**src/rtl/pipe_stage_skid_reg.sv**
```systemverilog
// Generic inter-stage pipeline register with valid/ready handshake, flush and an optional
// 2-entry skid buffer. It also merges trap and overflow conditions into the exception cause.
module pipe_stage_skid_reg #(
    parameter int unsigned       DATA_W      = 256,
    parameter int unsigned       CTRL_W      = 8,
    parameter logic [CTRL_W-1:0] CTRL_RST    = '0,
    parameter bit                SKID        = 1'b1,
    parameter bit                CAUSE_MERGE = 1'b1
) (
    input  logic              clk,
    input  logic              resetn,
    input  logic              i_valid,
    output logic              o_ready,
    input  logic [DATA_W-1:0] i_data,
    input  logic [CTRL_W-1:0] i_ctrl,
    input  logic [4:0]        i_except_cause,
    input  logic              i_is_trap,
    input  logic              i_trap_cond,
    input  logic              i_overflow,
    input  logic              i_flush,
    output logic              o_valid,
    input  logic              i_ready,
    output logic [DATA_W-1:0] o_data,
    output logic [CTRL_W-1:0] o_ctrl,
    output logic [4:0]        o_except_cause,
    output logic [1:0]        o_occupancy
);

    localparam logic [4:0] ExcCauseTrap = 5'd13;
    localparam logic [4:0] ExcCauseOv   = 5'd12;

    typedef enum logic [1:0] {StEmpty, StOne, StTwo} state_e;

    state_e            state_q, state_d;
    logic              ready_q, ready_d;
    logic              accept, drain;
    logic              load_main, load_skid, skid_to_main;
    logic [4:0]        cause_in;
    logic [DATA_W-1:0] main_data_q, skid_data_q;
    logic [CTRL_W-1:0] main_ctrl_q, skid_ctrl_q;
    logic [4:0]        main_cause_q, skid_cause_q;

    always_comb begin
        cause_in = i_except_cause;
        if (CAUSE_MERGE) begin
            if (i_is_trap && i_trap_cond) begin
                cause_in = ExcCauseTrap;
            end else if (i_overflow) begin
                cause_in = ExcCauseOv;
            end
        end
    end

    assign o_valid = (state_q != StEmpty);
    // Skid variant registers ready; the single-entry variant passes downstream ready through.
    assign o_ready = SKID ? ready_q : (!o_valid || i_ready);
    assign accept  = i_valid && o_ready;
    assign drain   = o_valid && i_ready;

    always_comb begin
        state_d      = state_q;
        load_main    = 1'b0;
        load_skid    = 1'b0;
        skid_to_main = 1'b0;
        unique case (state_q)
            StEmpty: begin
                if (accept) begin
                    state_d   = StOne;
                    load_main = 1'b1;
                end
            end
            StOne: begin
                if (accept && drain) begin
                    load_main = 1'b1;
                end else if (accept && SKID) begin
                    state_d   = StTwo;
                    load_skid = 1'b1;
                end else if (drain) begin
                    state_d = StEmpty;
                end
            end
            StTwo: begin
                if (drain) begin
                    state_d      = StOne;
                    skid_to_main = 1'b1;
                end
            end
            default: state_d = StEmpty;
        endcase
        if (i_flush) begin
            state_d      = StEmpty;
            load_main    = 1'b0;
            load_skid    = 1'b0;
            skid_to_main = 1'b0;
        end
    end

    assign ready_d = (state_d != StTwo);

    always_ff @(posedge clk or negedge resetn) begin
        if (!resetn) begin
            state_q      <= StEmpty;
            ready_q      <= 1'b1;
            main_data_q  <= '0;
            main_ctrl_q  <= CTRL_RST;
            main_cause_q <= '0;
            skid_data_q  <= '0;
            skid_ctrl_q  <= CTRL_RST;
            skid_cause_q <= '0;
        end else begin
            state_q <= state_d;
            ready_q <= ready_d;
            if (load_main) begin
                main_data_q  <= i_data;
                main_ctrl_q  <= i_ctrl;
                main_cause_q <= cause_in;
            end else if (skid_to_main) begin
                main_data_q  <= skid_data_q;
                main_ctrl_q  <= skid_ctrl_q;
                main_cause_q <= skid_cause_q;
            end
            if (load_skid) begin
                skid_data_q  <= i_data;
                skid_ctrl_q  <= i_ctrl;
                skid_cause_q <= cause_in;
            end
        end
    end

    assign o_data         = main_data_q;
    assign o_ctrl         = o_valid ? main_ctrl_q : CTRL_RST;
    assign o_except_cause = main_cause_q;
    assign o_occupancy    = (state_q == StTwo) ? 2'd2 : ((state_q == StOne) ? 2'd1 : 2'd0);

endmodule

```
**config.mk**
```make
export PLATFORM = sky130hd
export DESIGN_NAME = pipe_stage_skid_reg
export DESIGN_NICKNAME = d
export VERILOG_FILES = /design/src/rtl/pipe_stage_skid_reg.sv
export SDC_FILE = /design/constraint.sdc
export NUM_CORES = 1
export LEC_CHECK = 0
export BUFFER_PORTS_ARGS = -buffer_cell sky130_fd_sc_hd__buf_4
export CORE_MARGIN = 4
export CORE_UTILIZATION = 50
export DETAILED_ROUTE_END_ITERATION = 10
export PLACE_DENSITY_LB_ADDON = 0.05
export SYNTH_ARGS = -nofsm -noshare
export SYNTH_HDL_FRONTEND = slang
export SYNTH_SLANG_ARGS = --single-unit
```
**constraint.sdc**
```tcl
create_clock -name clk -period 3.6 [get_ports clk]
set_input_delay 0.18 -clock clk [delete_from_list [all_inputs] [get_ports clk]]
set_output_delay 0.18 -clock clk [all_outputs]
set_load 0.05 [all_outputs]
```
==> results by group <==
Run status
  • Outcome: finished, final reports clean

Clock tree
  • CTS Buffer Depth: 3
  • Resized cells post-CTS: 0
  • CTS Root Buffer Type: clkbuf_16
  • Insertion delay of the later-clocked pin in the worst-skew pair: about 600 ps
  • H-tree depth: 2
  • TritonCTS clock tree: done
  • Setup Buffers After CTS: 0
  • Worst-path clk slew: ~60 ps
  • Clock Sink Count: 541
  • CTS buffer count: 56

Floorplan
  • Core ar.: ~45,000 sq um
  • Die Y: roughly 220 um
  • Boundary pin count: 550
  • Starting density of the core: 50.96%
  • Die area: between 40,000 and 50,000 sq um
  • Cell row count: 77
  • Die X: ~220 um

Critical path
  • Crit-path slowest cell: nor2_1
  • Startpoint types: register
  • Register-to-Register Path Depth: 6
  • Top delay family on crit path: simple AND/OR/NAND/NOR gates
  • Max FO, Critical Path: 9
  • CP Capture Type: primary output
  • Buf+Inv Stages, Crit Path: 1
  • Critical path required time: ~3400 ps
  • WP data arrival: between 2000 and 2500 ps
  • CP Depth: 3
  • Critical path launch point: state_q[1]
  • FF-to-FF Start: state_q[0]
  • CP Cell Sequence: nor2_1 -> nor2b_1 -> buf_4
  • Critical Path Max Stage Delay: between 800 and 900 ps
  • CP Class: register to primary output

Timing
  • Min cycle time layout: about 2400 ps
  • Max Clk Rate: between 400 and 500 MHz
  • Final setup violation count: 0
  • Period utilization: between 60% and 70%
  • Final Hold Fails: 0
  • Worst Clk Skew: 11.88 ps
  • Worst slew margin: 30.07%
  • Setup TNS: 0 ps
  • Max-slew violation count: 0
  • Hold slack: 94.02 ps
  • Worst slew pin tran: approximately 1000 ps
  • RSZ-0062 raised after global routing: false

Synth
  • Post-synth top cells: dfrtp_1, mux2i_1, a21oi_1
  • Syn Area/Cell: ~13 sq um
  • Post-Synthesis Cell Area: between 20,000 and 25,000 sq um
  • Syn Inst Count: approximately 1,800
  • Post-synth top area cell: dfrtp_1
  • Yosys reg bits: ~540
  • FFs w/ async S/R, synth: 100.0%
  • Count leader, synth: dfrtp_1
  • Synth top area cells: dfrtp_1, mux2i_1, mux2_2
  • Top FF cell, synth: dfrtp_1
  • Sequential-to-total area share from yosys stat: between 50% and 60%
  • Post-synthesis cell type count: 24
  • Synth top area share: about three fifths
  • Post-Syn Nets: between 2,000 and 2,500
  • Post-synth EDFFs: 0
  • Ys Warns: 0

Finish
  • Filler instances: just over 3,000
  • Fin nets: roughly 2,900
  • Layout cells sized above 1: ~33%
  • Post-route insts no fill: 3,219
  • Synthesis-to-finish area growth: 39.91%

Worst hold path
  • Worst min-delay path category: primary input to register
  • Hold path cells: 5
  • Hold wc startpoint: i_valid

Placement
  • Port Buf Inserts: between 500 and 600
  • GP Congestion: a little over 0.8
  • DP HPWL: approximately 43 mm
  • Placed Instances: approximately 2,800

Power
  • Design Power: about 20 mW
  • Worst vdd ir: roughly 0.47 mV
  • PD cells: a little over 600 nW/um^2
  • P_leak: about 14 nW

Global route
  • Vias in the first global route: ~18,000
  • First-pass GRT wire length: between 100 and 150 mm
  • Pin count of the biggest net entering global routing: 120
  • Total GRT Usage: between 20% and 30%
  • Grt ovf: 0
  • Initial antenna violation count: 11

Drt
  • Via density: about 5.2
  • First-pass DRT Iterations: 5
  • DRT Wirelength: 64.54 mm
  • Iter 0 DRT Violations: around 860
  • DRT antenna net count: 0
  • Vias post-DR: 16,680
  • WL per Instance: ~20 um
  • DR DRC count: 0

Run
  • Max cap viols: 0
worst register-to-register path, stage by stage, from the launching register on:
cell      delay, ps
dfrtp_1         380
nor2b_1         350
nand2b_4        650
buf_4           520
buf_4           240
nor2_1           50
a21oi_1         110
sequential cells by signal, summed over array words and instances (netlist names):
signal,cells
skid_data_q,256
o_ready,1
o_data,256
skid_cause_q,5
main_ctrl_q,8
skid_ctrl_q,8
o_except_cause,5
state_q,2
path summary, 6_finish.rpt:
path,to,slack [ps]
worst max-delay path,o_ctrl[1],1160
worst min-delay path,state_q[0],90
min in group asynchronous,o_data[173],160
max in group asynchronous,o_data[107],2280
worst min register to register,skid_cause_q[2],480
worst max register to register,o_data[228],1220
per-layer routing:
layer	GRT usage (%)	up-vias	part of all wire [%]
li1	-	7788	-
met1	31.57	8236	39
met2	43.04	498	49
met3	8.309	154	7.5
met4	10.65	2	4.6
met5	0	-	0.011
power by group:
| part | switching (mW) | internal, mW | total, mW |
|---|---|---|---|
| sequential | 0.834 | 7.60 | 8.44 |
| combinational | 3.56 | 2.25 | 5.81 |
| clock | 2.34 | 3.26 | 5.60 |
layout make-up:
cell class	count	area (sq um)	area share, %
clock buffers	94	1745	5.488
flip-flops and latches	541	13540	42.57
well taps	592	740.7	2.329
clock inverters	5	27.53	0.08655
multi-input cells	1108	8277	26.02
inverters	3	11.26	0.03541
diodes	10	25.02	0.07868
repair buffers	866	7440	23.39
cells by family (layout without fill, tap and decap cells):
logic type | after synthesis | in the layout | share of synthesized area, %
compound gates | 278 | 278 | 6.170
buf+inv | 123 | 968 | 4.117
flops | 541 | 541 | 59.56
mux | 537 | 537 | 25.10
other cells | 0 | 10 | 0
simple gates | 293 | 293 | 5.058
metrics by stage:
stage                     setup slack, ps  area [sq um]  util [%]
after floorplan                      1641         22730         -
after global placement               1280         27230     61.06
after detailed placement             1189         27230     61.06
after CTS                            1066         31780     71.25
after global routing                 1015         31810     71.30
final                                1161         31810     71.30
cells in the final DEF, fill, tap and decap left out, types with 10 or more instances in the layout:
master and instances:
mux2i_1 273, a21oi_1 269, clkbuf_16 57, clkbuf_1 19, diode_2 10, dlygate4sd3_1 277, mux2_1 75, nor2_1 267
nor2b_1 12, clkbuf_8 18, buf_12 19, buf_4 569, mux2_2 189, dfrtp_1 540
what timing repair did:
item / 4_1_cts / 5_1_grt
setup endpoints to repair: 0 / 0
hold buffers: 277 / 0
hold endpoints to repair: 618 / 0
Note: power is estimated with default switching activity, not from simulation.
